File: src/rtl/ctrl_pkg.sv
// ctrl_pkg: shared encodings for the multicycle RV32I control path.
// Holds the controller state enum, supported opcodes, ImmSrc / ALUControl /
// ALUOp encodings and datapath mux selects. The immediate extender imports
// the IMM_* encodings from here so both sides agree on ImmSrc.
package ctrl_pkg;

    typedef enum logic [3:0] {
        S_FETCH, S_DECODE, S_MEMADR, S_MEMREAD, S_MEMWB, S_MEMWRITE,
        S_EXECR, S_EXECI, S_ALUWB, S_BRANCH, S_JAL, S_LUI
    } state_t;

    localparam logic [6:0] OP_LW     = 7'b0000011;
    localparam logic [6:0] OP_SW     = 7'b0100011;
    localparam logic [6:0] OP_R      = 7'b0110011;
    localparam logic [6:0] OP_I      = 7'b0010011;
    localparam logic [6:0] OP_BRANCH = 7'b1100011;
    localparam logic [6:0] OP_JAL    = 7'b1101111;
    localparam logic [6:0] OP_LUI    = 7'b0110111;

    localparam logic [2:0] IMM_NONE = 3'b000;
    localparam logic [2:0] IMM_I    = 3'b001;
    localparam logic [2:0] IMM_S    = 3'b010;
    localparam logic [2:0] IMM_B    = 3'b011;
    localparam logic [2:0] IMM_U    = 3'b100;
    localparam logic [2:0] IMM_J    = 3'b101;

    localparam logic [2:0] ALU_ADD = 3'b000;
    localparam logic [2:0] ALU_SUB = 3'b001;
    localparam logic [2:0] ALU_AND = 3'b010;
    localparam logic [2:0] ALU_OR  = 3'b011;
    localparam logic [2:0] ALU_SLT = 3'b101;

    localparam logic [1:0] ALUOP_ADD   = 2'b00;
    localparam logic [1:0] ALUOP_SUB   = 2'b01;
    localparam logic [1:0] ALUOP_FUNCT = 2'b10;

    localparam logic [1:0] SRCA_PC    = 2'b00;
    localparam logic [1:0] SRCA_OLDPC = 2'b01;
    localparam logic [1:0] SRCA_RD1   = 2'b10;
    localparam logic [1:0] SRCA_ZERO  = 2'b11;

    localparam logic [1:0] SRCB_RD2  = 2'b00;
    localparam logic [1:0] SRCB_IMM  = 2'b01;
    localparam logic [1:0] SRCB_FOUR = 2'b10;

    localparam logic [1:0] RES_ALUOUT = 2'b00;
    localparam logic [1:0] RES_DATA   = 2'b01;
    localparam logic [1:0] RES_ALURES = 2'b10;

    // Immediate format selected purely from the opcode; R-type and unknown
    // opcodes carry no immediate.
    function automatic logic [2:0] imm_src(input logic [6:0] op);
        case (op)
            OP_LW, OP_I: imm_src = IMM_I;
            OP_SW:       imm_src = IMM_S;
            OP_BRANCH:   imm_src = IMM_B;
            OP_LUI:      imm_src = IMM_U;
            OP_JAL:      imm_src = IMM_J;
            default:     imm_src = IMM_NONE;
        endcase
    endfunction

endpackage

File: src/rtl/multicycle_controller_if.sv
// multicycle_controller_if: control bundle between the controller and the
// shared datapath.
//   master (controller): receives instruction fields, Zero and MemReady;
//                        drives ImmSrc, ALU/mux selects and write enables.
//   slave  (datapath):   the mirror image.
interface multicycle_controller_if;
    logic [6:0] op;
    logic [2:0] funct3;
    logic       funct7b5;
    logic       Zero;
    logic       MemReady;
    logic [2:0] ImmSrc;
    logic [2:0] ALUControl;
    logic [1:0] ALUSrcA;
    logic [1:0] ALUSrcB;
    logic [1:0] ResultSrc;
    logic       AdrSrc;
    logic       IRWrite;
    logic       PCWrite;
    logic       RegWrite;
    logic       MemWrite;
    logic       IllegalInstr;

    modport master (
        input  op, funct3, funct7b5, Zero, MemReady,
        output ImmSrc, ALUControl, ALUSrcA, ALUSrcB, ResultSrc, AdrSrc,
               IRWrite, PCWrite, RegWrite, MemWrite, IllegalInstr
    );

    modport slave (
        output op, funct3, funct7b5, Zero, MemReady,
        input  ImmSrc, ALUControl, ALUSrcA, ALUSrcB, ResultSrc, AdrSrc,
               IRWrite, PCWrite, RegWrite, MemWrite, IllegalInstr
    );
endinterface

File: src/rtl/multicycle_controller_alu_decoder.sv
// alu_decoder: combinational ALUControl decode.
//   alu_op      in  2  00 add, 01 sub, 10 decode from funct3
//   funct3      in  3  Instr[14:12]
//   op5         in  1  op[5], distinguishes R-type from I-ALU
//   funct7b5    in  1  Instr[30]
//   alu_control out 3  ALU operation select
module alu_decoder
    import ctrl_pkg::*;
(
    input  logic [1:0] alu_op,
    input  logic [2:0] funct3,
    input  logic       op5,
    input  logic       funct7b5,
    output logic [2:0] alu_control
);

    always_comb begin
        alu_control = ALU_ADD;
        case (alu_op)
            ALUOP_SUB: alu_control = ALU_SUB;
            ALUOP_FUNCT: begin
                case (funct3)
                    // Only R-type sub has Instr[30] set; addi with a
                    // negative immediate also has it, hence the op5 gate.
                    3'b000:  alu_control = (op5 & funct7b5) ? ALU_SUB : ALU_ADD;
                    3'b010:  alu_control = ALU_SLT;
                    3'b110:  alu_control = ALU_OR;
                    3'b111:  alu_control = ALU_AND;
                    default: alu_control = ALU_ADD;
                endcase
            end
            default: alu_control = ALU_ADD;
        endcase
    end

endmodule

File: src/rtl/multicycle_controller.sv
// multicycle_controller: main control FSM of the multicycle RV32I core.
// Sequences fetch/decode/execute/memory/writeback over the shared datapath.
//   clk  in  core clock
//   rst  in  synchronous active-high reset, loads FETCH
//   bus  master modport of multicycle_controller_if (instruction fields,
//        Zero, MemReady in; ImmSrc, ALU/mux selects, write enables out)
// Outputs are decoded from the registered state; IRWrite, PCWrite and
// IllegalInstr also follow MemReady/Zero/op in the same cycle.
module multicycle_controller
    import ctrl_pkg::*;
#(
    parameter int DATA_WIDTH = 32
) (
    input  logic                    clk,
    input  logic                    rst,
    multicycle_controller_if.master bus
);

    // Width is informational only; flag misuse at elaboration.
    if (DATA_WIDTH != 32) begin : g_width_check
        $error("multicycle_controller supports DATA_WIDTH = 32 only");
    end

    state_t     state_q, state_d;
    logic [1:0] alu_op;
    logic       pc_update, branch, taken;
    logic       ir_write, reg_write, mem_write, illegal;

    always_ff @(posedge clk) begin
        if (rst) state_q <= S_FETCH;
        else     state_q <= state_d;
    end

    always_comb begin
        state_d       = state_q;
        alu_op        = ALUOP_ADD;
        bus.ALUSrcA   = SRCA_PC;
        bus.ALUSrcB   = SRCB_RD2;
        bus.ResultSrc = RES_ALUOUT;
        bus.AdrSrc    = 1'b0;
        ir_write      = 1'b0;
        pc_update     = 1'b0;
        branch        = 1'b0;
        reg_write     = 1'b0;
        mem_write     = 1'b0;
        illegal       = 1'b0;
        case (state_q)
            S_FETCH: begin
                bus.ALUSrcB   = SRCB_FOUR;
                bus.ResultSrc = RES_ALURES;
                ir_write      = bus.MemReady;
                pc_update     = bus.MemReady;
                if (bus.MemReady) state_d = S_DECODE;
            end
            S_DECODE: begin
                // ALUOut latches OldPC + imm: the branch target.
                bus.ALUSrcA = SRCA_OLDPC;
                bus.ALUSrcB = SRCB_IMM;
                case (bus.op)
                    OP_LW, OP_SW: state_d = S_MEMADR;
                    OP_R:         state_d = S_EXECR;
                    OP_I:         state_d = S_EXECI;
                    OP_BRANCH:    state_d = S_BRANCH;
                    OP_JAL:       state_d = S_JAL;
                    OP_LUI:       state_d = S_LUI;
                    default: begin
                        illegal = 1'b1;
                        state_d = S_FETCH;
                    end
                endcase
            end
            S_MEMADR: begin
                bus.ALUSrcA = SRCA_RD1;
                bus.ALUSrcB = SRCB_IMM;
                state_d     = (bus.op == OP_LW) ? S_MEMREAD : S_MEMWRITE;
            end
            S_MEMREAD: begin
                bus.AdrSrc = 1'b1;
                if (bus.MemReady) state_d = S_MEMWB;
            end
            S_MEMWB: begin
                bus.ResultSrc = RES_DATA;
                reg_write     = 1'b1;
                state_d       = S_FETCH;
            end
            S_MEMWRITE: begin
                bus.AdrSrc = 1'b1;
                mem_write  = 1'b1;
                if (bus.MemReady) state_d = S_FETCH;
            end
            S_EXECR: begin
                bus.ALUSrcA = SRCA_RD1;
                alu_op      = ALUOP_FUNCT;
                state_d     = S_ALUWB;
            end
            S_EXECI: begin
                bus.ALUSrcA = SRCA_RD1;
                bus.ALUSrcB = SRCB_IMM;
                alu_op      = ALUOP_FUNCT;
                state_d     = S_ALUWB;
            end
            S_ALUWB: begin
                reg_write = 1'b1;
                state_d   = S_FETCH;
            end
            S_BRANCH: begin
                bus.ALUSrcA = SRCA_RD1;
                alu_op      = ALUOP_SUB;
                branch      = 1'b1;
                state_d     = S_FETCH;
            end
            S_JAL: begin
                // PC <- branch target held in ALUOut; ALU computes OldPC+4
                // which ALUWB then writes to rd.
                bus.ALUSrcA = SRCA_OLDPC;
                bus.ALUSrcB = SRCB_FOUR;
                pc_update   = 1'b1;
                state_d     = S_ALUWB;
            end
            S_LUI: begin
                bus.ALUSrcA = SRCA_ZERO;
                bus.ALUSrcB = SRCB_IMM;
                state_d     = S_ALUWB;
            end
            default: state_d = S_FETCH;
        endcase
    end

    // beq/bne only; other funct3 values never redirect the PC.
    always_comb begin
        case (bus.funct3)
            3'b000:  taken = bus.Zero;
            3'b001:  taken = ~bus.Zero;
            default: taken = 1'b0;
        endcase
    end

    alu_decoder u_alu_decoder (
        .alu_op      (alu_op),
        .funct3      (bus.funct3),
        .op5         (bus.op[5]),
        .funct7b5    (bus.funct7b5),
        .alu_control (bus.ALUControl)
    );

    assign bus.ImmSrc = imm_src(bus.op);

    // Write enables are held off while in reset so an abandoned instruction
    // cannot commit anything.
    assign bus.IRWrite      = ~rst & ir_write;
    assign bus.PCWrite      = ~rst & (pc_update | (branch & taken));
    assign bus.RegWrite     = ~rst & reg_write;
    assign bus.MemWrite     = ~rst & mem_write;
    assign bus.IllegalInstr = ~rst & illegal;

endmodule

File: src/flat_wrapper.sv
// flat-port wrapper written by rule: the top's interface ports become plain ports
module multicycle_controller_flat import ctrl_pkg::*;
#(
    parameter int DATA_WIDTH = 32
)
  (clk, rst, bus_op, bus_funct3, bus_funct7b5, bus_Zero, bus_MemReady, bus_ImmSrc, bus_ALUControl, bus_ALUSrcA, bus_ALUSrcB, bus_ResultSrc, bus_AdrSrc, bus_IRWrite, bus_PCWrite, bus_RegWrite, bus_MemWrite, bus_IllegalInstr);
  multicycle_controller_if bus_i ();
  input  logic clk;
  input  logic rst;
  input wire logic [$bits(bus_i.op)-1:0] bus_op;
  input wire logic [$bits(bus_i.funct3)-1:0] bus_funct3;
  input wire logic [$bits(bus_i.funct7b5)-1:0] bus_funct7b5;
  input wire logic [$bits(bus_i.Zero)-1:0] bus_Zero;
  input wire logic [$bits(bus_i.MemReady)-1:0] bus_MemReady;
  output wire logic [$bits(bus_i.ImmSrc)-1:0] bus_ImmSrc;
  output wire logic [$bits(bus_i.ALUControl)-1:0] bus_ALUControl;
  output wire logic [$bits(bus_i.ALUSrcA)-1:0] bus_ALUSrcA;
  output wire logic [$bits(bus_i.ALUSrcB)-1:0] bus_ALUSrcB;
  output wire logic [$bits(bus_i.ResultSrc)-1:0] bus_ResultSrc;
  output wire logic [$bits(bus_i.AdrSrc)-1:0] bus_AdrSrc;
  output wire logic [$bits(bus_i.IRWrite)-1:0] bus_IRWrite;
  output wire logic [$bits(bus_i.PCWrite)-1:0] bus_PCWrite;
  output wire logic [$bits(bus_i.RegWrite)-1:0] bus_RegWrite;
  output wire logic [$bits(bus_i.MemWrite)-1:0] bus_MemWrite;
  output wire logic [$bits(bus_i.IllegalInstr)-1:0] bus_IllegalInstr;
  assign bus_i.op = bus_op;
  assign bus_i.funct3 = bus_funct3;
  assign bus_i.funct7b5 = bus_funct7b5;
  assign bus_i.Zero = bus_Zero;
  assign bus_i.MemReady = bus_MemReady;
  assign bus_ImmSrc = bus_i.ImmSrc;
  assign bus_ALUControl = bus_i.ALUControl;
  assign bus_ALUSrcA = bus_i.ALUSrcA;
  assign bus_ALUSrcB = bus_i.ALUSrcB;
  assign bus_ResultSrc = bus_i.ResultSrc;
  assign bus_AdrSrc = bus_i.AdrSrc;
  assign bus_IRWrite = bus_i.IRWrite;
  assign bus_PCWrite = bus_i.PCWrite;
  assign bus_RegWrite = bus_i.RegWrite;
  assign bus_MemWrite = bus_i.MemWrite;
  assign bus_IllegalInstr = bus_i.IllegalInstr;
  multicycle_controller #(.DATA_WIDTH(DATA_WIDTH)) u_core (.clk(clk), .rst(rst), .bus(bus_i));
endmodule
File: config.mk
export PLATFORM = sky130hd
export DESIGN_NAME = multicycle_controller_flat
export DESIGN_NICKNAME = d
export VERILOG_FILES = /design/src/rtl/ctrl_pkg.sv /design/src/rtl/multicycle_controller_if.sv /design/src/rtl/multicycle_controller_alu_decoder.sv /design/src/rtl/multicycle_controller.sv /design/src/flat_wrapper.sv
export SDC_FILE = /design/constraint.sdc
export NUM_CORES = 1
export LEC_CHECK = 0
export BUFFER_PORTS_ARGS = -buffer_cell sky130_fd_sc_hd__buf_2
export CORE_MARGIN = 2
export CORE_UTILIZATION = 30
export DETAILED_ROUTE_END_ITERATION = 8
export HOLD_SLACK_MARGIN = 0.15
export PLACE_DENSITY_LB_ADDON = 0.05
export SLEW_MARGIN = 15
export SYNTH_ARGS = -nofsm -noshare
export SYNTH_HDL_FRONTEND = slang
export SYNTH_SLANG_ARGS = --single-unit
File: constraint.sdc
create_clock -name clk -period 2.37 [get_ports clk]
set_input_delay 0.3555 -clock clk [delete_from_list [all_inputs] [get_ports clk]]
set_output_delay 0.3555 -clock clk [all_outputs]
set_load 0.01 [all_outputs]
==> run metrics, run 1 <==
run status finished clean; critical path class register to primary output; initial cell density of the core 0.314; Hold Crit Start bus_MemReady; Layout fillers 258; Final Instance Count excl. Fillers 163; compound-cell area share of the yosys netlist 0.252; nature of the critical path startpoint register; instance count after placement with tap cells included between 150 and 200; library cell used as clock root buffer sky130_fd_sc_hd__clkbuf_4; die boundary height 52.2 um; largest vdd supply drop around 260 uV; Max transition margin 0.701; standard cell core area 0.00221 mm2; mean number of vias per cell 5.24; number of failing hold endpoints at the final stage 0; synth unique cells 38; crit path from u_core.state_q[0]$_SDFFE_PP0P_; number of global-route vias before repair just under 800; Post-CTS Setup Inserts 0; final wirelength a little under 2000 um; critical path peak fanout 3; initial antenna violation count 0; number of cells traversed by the worst hold path 3; flip-flop and latch count after synthesis 4; post-route minimum period 2.17 ns; post-synth top area cell sky130_fd_sc_hd__dfxtp_1; mean routed wirelength per cell 12.1 um; proportion of synthesized chip area in sequential cells 0.115; Clock Skew 0.00383 ns; DRC violation count after routing 0; Initial DRC Count 11; main combinational cell family by area after synthesis simple AND/OR/NAND/NOR gates; die footprint 0.00272 mm2; Post-DP Area 867 um2; area used by multi-input combinational logic 553 um2; area share of the largest cell type after synthesis 0.115; FF-to-FF End u_core.state_q[0]$_SDFFE_PP0P_; placed wire-length estimate 1540 um; chip width roughly 52 um; post-synthesis mux area share 0.0324; Worst Hold End u_core.state_q[2]$_SDFFE_PP0P_; ys async rst share 0; largest cells by area after synthesis sky130_fd_sc_hd__dfxtp_1 12%, sky130_fd_sc_hd__nor2_1 7.6%, sky130_fd_sc_hd__a21oi_1 7.2%; H-tree depth 1; Clock Path Buffers 2; sinks on the clock net 4; part of the total power dissipated in the clock network 0.344; number of buffers created by CTS 3; Buffers on Ports 32; number of nets in the layout between 150 and 200; Least-Margin Pin Slew 0.448 ns; number of cells on the worst reg-to-reg path 4; Power Internal 0.000167 W; Ant. Diodes 0; critical path capture point type primary output; Logic pwr share 0.375; dominant synthesized flop cell sky130_fd_sc_hd__dfxtp_1; First-pass DRT Iterations 4; slack of the critical path 0.202 ns; Post-Synthesis Cells 106; r2r setup slk ~0.96 ns; layout-stage area growth over the synthesis result 28.4%; largest registers u_core.state_q: 4 flops; net switching power 0.0000834 W; Max Slew Vio Count 0; TritonCTS clock tree built; CP Data Required Time 2.01 ns; total number of yosys warnings 0; number of cell rows 17; setup-violating endpoint count in the final report 0; Avg Cell Area, Syn 6.56 um2; dpl ws 0.339 ns; Netlist Area Pre-Place 696 um2; register name with the most flops u_core.state_q; P_leak 0.392 nW; Total Negative Setup Slacks 0 ns; number of enable flip-flop cells after synthesis 0; power density of the placed cells 280 mW/mm2; maximum clock frequency 461 MHz; Routability Congestion 0.789; GRT Resource Usage Total 0.169; number of flip-flops in the largest register 4; clock transition at the registers of the reported paths 0.04 ns; total via count in the routed design 854; worst hold path class input pin to register; clock latency of the later-clocked register in the worst-skew pair 0.24 ns; synthesized net count 123; Crit path arrival time 1.81 ns; pin count of the biggest net entering global routing 19; launch instance of the worst register-to-register path u_core.state_q[2]$_SDFFE_PP0P_; overall overflow remaining after global route 0; wire length of the first global-routing pass between 3000 and 4000 um; unrepaired setup endpoints after global routing false; post-route fraction of the period consumed by the critical path 0.915; Register Area 81.3 um2; area share of xor/xnor cells in the synthesized design 0.0378; fraction of layout cells with a size suffix above 1 0.341; simple-gate area share of the yosys netlist 0.433; Synth Area in Adders 0.0360; antenna-violating nets left 0; Non-Filler Cell Area, Final around 900 um2; final core utilization 0.404; register share of total power 0.281; IO Pins 33; switching part of the total 0.333; # Max-Cap Violations 0
layout make-up:
class                      count  share of cell area
sequential                     4              0.0910
timing repair buffer          34               0.196
tap                           28              0.0392
multi-input combinational     87               0.619
inverter                       7              0.0294
clock buffer                   3              0.0252
power groups by stage:
stage	Sequential [W]	Clock [W]	Combinational (W)
2_1_floorplan	0.0000710	0	0.0000581
3_3_place_gp	0.0000713	0	0.0000936
3_5_place_dp	0.0000714	0	0.0000939
4_1_cts	0.0000703	0.0000899	0.0000942
5_1_grt	0.0000705	0.0000936	0.000107
6_report	0.0000704	0.0000862	0.0000939
kinds of logic after synthesis:
kind of cell / count (synthesis)
AND/OR/NAND/NOR: 54
AO/OA/AOI/OAI: 26
buffers and inverters: 15
flip-flops: 4
XOR/XNOR: 3
multiplexers: 2
adder cells (fa/ha/maj): 2
cells in the final DEF, fill, tap and decap left out, types with 2 or more instances in the layout:
cell type	instances
sky130_fd_sc_hd__a21oi_1	10
sky130_fd_sc_hd__buf_2	32
sky130_fd_sc_hd__buf_4	2
sky130_fd_sc_hd__clkbuf_4	3
sky130_fd_sc_hd__dfxtp_1	3
sky130_fd_sc_hd__ha_1	2
sky130_fd_sc_hd__inv_1	7
sky130_fd_sc_hd__mux2_2	2
sky130_fd_sc_hd__nand2_1	13
sky130_fd_sc_hd__nand2b_1	3
sky130_fd_sc_hd__nor2_1	14
sky130_fd_sc_hd__nor3_1	4
sky130_fd_sc_hd__nor3b_1	2
sky130_fd_sc_hd__nor4_1	4
sky130_fd_sc_hd__nor4b_1	2
sky130_fd_sc_hd__o21a_1	2
sky130_fd_sc_hd__o21ai_0	2
sky130_fd_sc_hd__o2bb2ai_1	2
sky130_fd_sc_hd__o31ai_1	2
sky130_fd_sc_hd__or3_1	2
sky130_fd_sc_hd__xnor2_1	3
critical path, stage by stage (launching register included):
cell and delay, ns:
sky130_fd_sc_hd__dfxtp_1 0.32, sky130_fd_sc_hd__nor2b_2 0.18, sky130_fd_sc_hd__nand2_1 0.08, sky130_fd_sc_hd__or2_2 0.29
sky130_fd_sc_hd__inv_1 0.06, sky130_fd_sc_hd__ha_1 0.23, sky130_fd_sc_hd__nor4_1 0.24, sky130_fd_sc_hd__buf_2 0.17
what timing repair did:
action,in CTS,in global routing
setup endpoints to repair,0,1
hold buffers,0,0
gates resized for setup,0,2
worst max path at each step:
stage	end	slack, ns
after global placement	bus_ALUControl[2]	0.36
after CTS	bus_ALUControl[2]	0.08
after global routing	bus_ALUControl[2]	0.06
after floorplan	bus_ALUControl[2]	0.30
final	bus_ALUControl[2]	0.20
after detailed placement	bus_ALUControl[2]	0.34
per-stage QoR:
stage                     hold WS, ns  power, W
after global placement          0.670  0.000165
after detailed placement        0.672  0.000165
final                           0.499  0.000251
after global routing            0.544  0.000271
after CTS                       0.492  0.000254
after floorplan                 0.535  0.000129
metal layers:
metal / up-vias / share of wire / track usage
li1: 438 / - / -
met5: - / 0 / 0
met4: 0 / 0.0020 / 0.0256
met1: 394 / 0.49 / 0.228
met3: 2 / 0.047 / 0.0431
met2: 20 / 0.47 / 0.274
synthesized netlist by cell type (2+ instances only):
cell type / number
sky130_fd_sc_hd__mux2_2: 2
sky130_fd_sc_hd__or3_1: 2
sky130_fd_sc_hd__nor4b_1: 2
sky130_fd_sc_hd__o21ai_0: 2
sky130_fd_sc_hd__nor2b_1: 2
sky130_fd_sc_hd__nand2b_1: 3
sky130_fd_sc_hd__nand2_1: 13
sky130_fd_sc_hd__nor4_1: 4
sky130_fd_sc_hd__ha_1: 2
sky130_fd_sc_hd__o2bb2ai_1: 2
sky130_fd_sc_hd__a21oi_1: 10
sky130_fd_sc_hd__nor3b_1: 2
sky130_fd_sc_hd__nor2_1: 14
sky130_fd_sc_hd__nor3_1: 4
sky130_fd_sc_hd__xnor2_1: 3
sky130_fd_sc_hd__dfxtp_1: 4
sky130_fd_sc_hd__o21a_1: 2
sky130_fd_sc_hd__inv_1: 7
sky130_fd_sc_hd__clkbuf_1: 6
sky130_fd_sc_hd__o31ai_1: 2
Note: power is estimated with default switching activity, not from simulation.
==> inputs of run 2 (changes only) <==
RECOVER_POWER = 100   (was not set)
==> run 2 against run 1 <==
  * Via count increased by 0.70%
  * Clock power shrank 0.7%
  * Combinational power down 5.3%
  * Sequential cell count is the same
  * Cell count unchanged
  * Non-clock buffer count unchanged
  * Core utilization shrank 1.8 points
  * Clock skew is essentially flat
  * Worst setup slack got worse by 0.027 ns
==> run metrics, run 2 (synthesis gave the netlist of run 1 again) <==
run status finished clean; Crit path arrival time 1.84 ns (+0.03 ns); number of flip-flops in the largest register 4 (unchanged); count of instances resized after the clock tree is built 0 (unchanged); CP Capture Point bus_ALUControl[2]; wire length of the first global-routing pass 3480 um (unchanged); launch instance of the worst register-to-register path u_core.state_q[2]$_SDFFE_PP0P_; IO Pins 33 (unchanged); overall overflow remaining after global route 0 (unchanged); initial cell density of the core 0.314 (unchanged); number of buffers created by CTS 3 (unchanged); FF-to-FF End u_core.state_q[0]$_SDFFE_PP0P_; P_leak 0.325 nW (-17%); fraction of layout cells with a size suffix above 1 0.207 (-0.133); antenna-violating nets left 0 (unchanged); unrepaired setup endpoints after global routing false; Max Slew Vio Count 0 (unchanged); post-route fraction of the period consumed by the critical path 0.926 (+0.0115); critical path class register to primary output; crit path from u_core.state_q[0]$_SDFFE_PP0P_; total via count in the routed design 860 (+0.70%); instance count after placement with tap cells included 160 (unchanged); largest registers u_core.state_q: 4 flops; DRC violation count after routing 0 (unchanged); r2r setup slk 0.96 ns (about the same); GRT Resource Usage Total 0.169 (unchanged); number of cell rows 17 (unchanged); sinks on the clock net 4 (unchanged); setup-violating endpoint count in the final report 0 (unchanged); most frequent cells in the layout 16 x sky130_fd_sc_hd__buf_2, 16 x sky130_fd_sc_hd__clkbuf_1, 14 x sky130_fd_sc_hd__nor2_1; dpl ws 0.339 ns (unchanged); number of failing hold endpoints at the final stage 0 (unchanged); pin count of the biggest net entering global routing 19 (unchanged); layout-stage area growth over the synthesis result 22.7%; register name with the most flops u_core.state_q; placed wire-length estimate 1540 um (unchanged); post-route minimum period 2.20 ns (+0.0273 ns); worst hold path class input pin to register; CP Data Required Time 2.01 ns (about the same); clock latency of the later-clocked register in the worst-skew pair 0.24 ns (about the same); maximum clock frequency 456 MHz (-1.2%); Routability Congestion 0.789 (unchanged); First-pass DRT Iterations 6 (+2); Clock Skew 0.00430 ns (+0.000470 ns); clock transition at the registers of the reported paths 0.04 ns (about the same); Post-CTS Setup Inserts 0 (unchanged); mean number of vias per cell 5.28 (+0.70%); library cell used as clock root buffer sky130_fd_sc_hd__clkbuf_4; number of nets in the layout 154 (unchanged); Total Negative Setup Slacks 0 ns (unchanged); die footprint 0.00272 mm2 (unchanged); Buffers on Ports 32 (unchanged); H-tree depth 1 (unchanged); Least-Margin Pin Slew 0.448 ns (-0.0000850 ns); # Max-Cap Violations 0 (unchanged); number of cells on the worst reg-to-reg path 4 (unchanged); initial antenna violation count 0 (unchanged); die boundary height 52.2 um (unchanged); largest vdd supply drop 263 uV (-0.77%); power density of the placed cells 287 mW/mm2 (+2.4%); nature of the critical path startpoint register; Hold Crit Start bus_MemReady; chip width 52.2 um (unchanged); Final Instance Count excl. Fillers 163 (unchanged); final wirelength 1980 um (+0.66%); critical path peak fanout 3 (unchanged); critical path capture point type primary output; Ant. Diodes 0 (unchanged); slack of the critical path 0.175 ns (-0.0273 ns); standard cell core area 0.00221 mm2 (unchanged); Initial DRC Count 7 (-4); mean routed wirelength per cell 12.2 um (+0.66%); Max transition margin 0.701 (about the same); TritonCTS clock tree built; Clock Path Buffers 2 (unchanged); post-cts hold buffer count 0 (unchanged); number of global-route vias before repair 781 (unchanged)
-- run 2: how the worst min path moves through the flow --
stage | endpoint | slack (ns) | depth (start not counted)
3_5_place_dp | u_core.state_q[1]$_SDFFE_PP0P_ | 0.67 | 3
5_1_grt | u_core.state_q[3]$_SDFFE_PP0P_ | 0.53 | 3
4_1_cts | u_core.state_q[2]$_SDFFE_PP0P_ | 0.49 | 3
3_3_place_gp | u_core.state_q[1]$_SDFFE_PP0P_ | 0.67 | 3
6_report | u_core.state_q[2]$_SDFFE_PP0P_ | 0.50 | 3
2_1_floorplan | u_core.state_q[3]$_SDFFE_PP0P_ | 0.54 | 2
-- run 2: critical path: stages (launching register included) --
cell and delay, ns:
sky130_fd_sc_hd__dfxtp_1 0.32, sky130_fd_sc_hd__nor2b_2 0.18, sky130_fd_sc_hd__nand2_1 0.08, sky130_fd_sc_hd__or2_2 0.29, sky130_fd_sc_hd__inv_1 0.06, sky130_fd_sc_hd__ha_1 0.23, sky130_fd_sc_hd__nor4_1 0.25, sky130_fd_sc_hd__clkbuf_1 0.18
-- run 2: cell type report --
cell class | instances | area (um2)
Inverter | 7 | 26.3
Fill cell | 272 | 1360
Timing Repair Buffer | 34 | 155
Tap cell | 28 | 35.0
Clock buffer | 3 | 22.5
Multi-Input combinational cell | 87 | 533
Sequential cell | 4 | 81.3
-- run 2: stage by stage --
stage                     hold slack, ns  cell area, um2   util  power (W)
after floorplan                    0.535             696      -   0.000129
after global placement             0.670             867  0.392   0.000165
after detailed placement           0.672             867  0.392   0.000165
after CTS                          0.492             890  0.402   0.000254
after global routing               0.527             853  0.386   0.000266
final                              0.500             853  0.386   0.000245
-- run 2: layer usage --
layer	GRT usage	up-vias	share of wire
met5	0	-	0
met1	0.228	395	0.47
met3	0.0431	0	0.055
li1	-	441	-
met2	0.274	24	0.47
met4	0.0256	0	0
-- run 2: where the power goes --
group | internal, W | leakage (nW) | switching (W)
clock network | 0.0000567 | 0.0138 | 0.0000289
registers | 0.0000693 | 0.0330 | 0.00000109
logic | 0.0000371 | 0.278 | 0.0000517
total | 0.000163 | 0.325 | 0.0000817
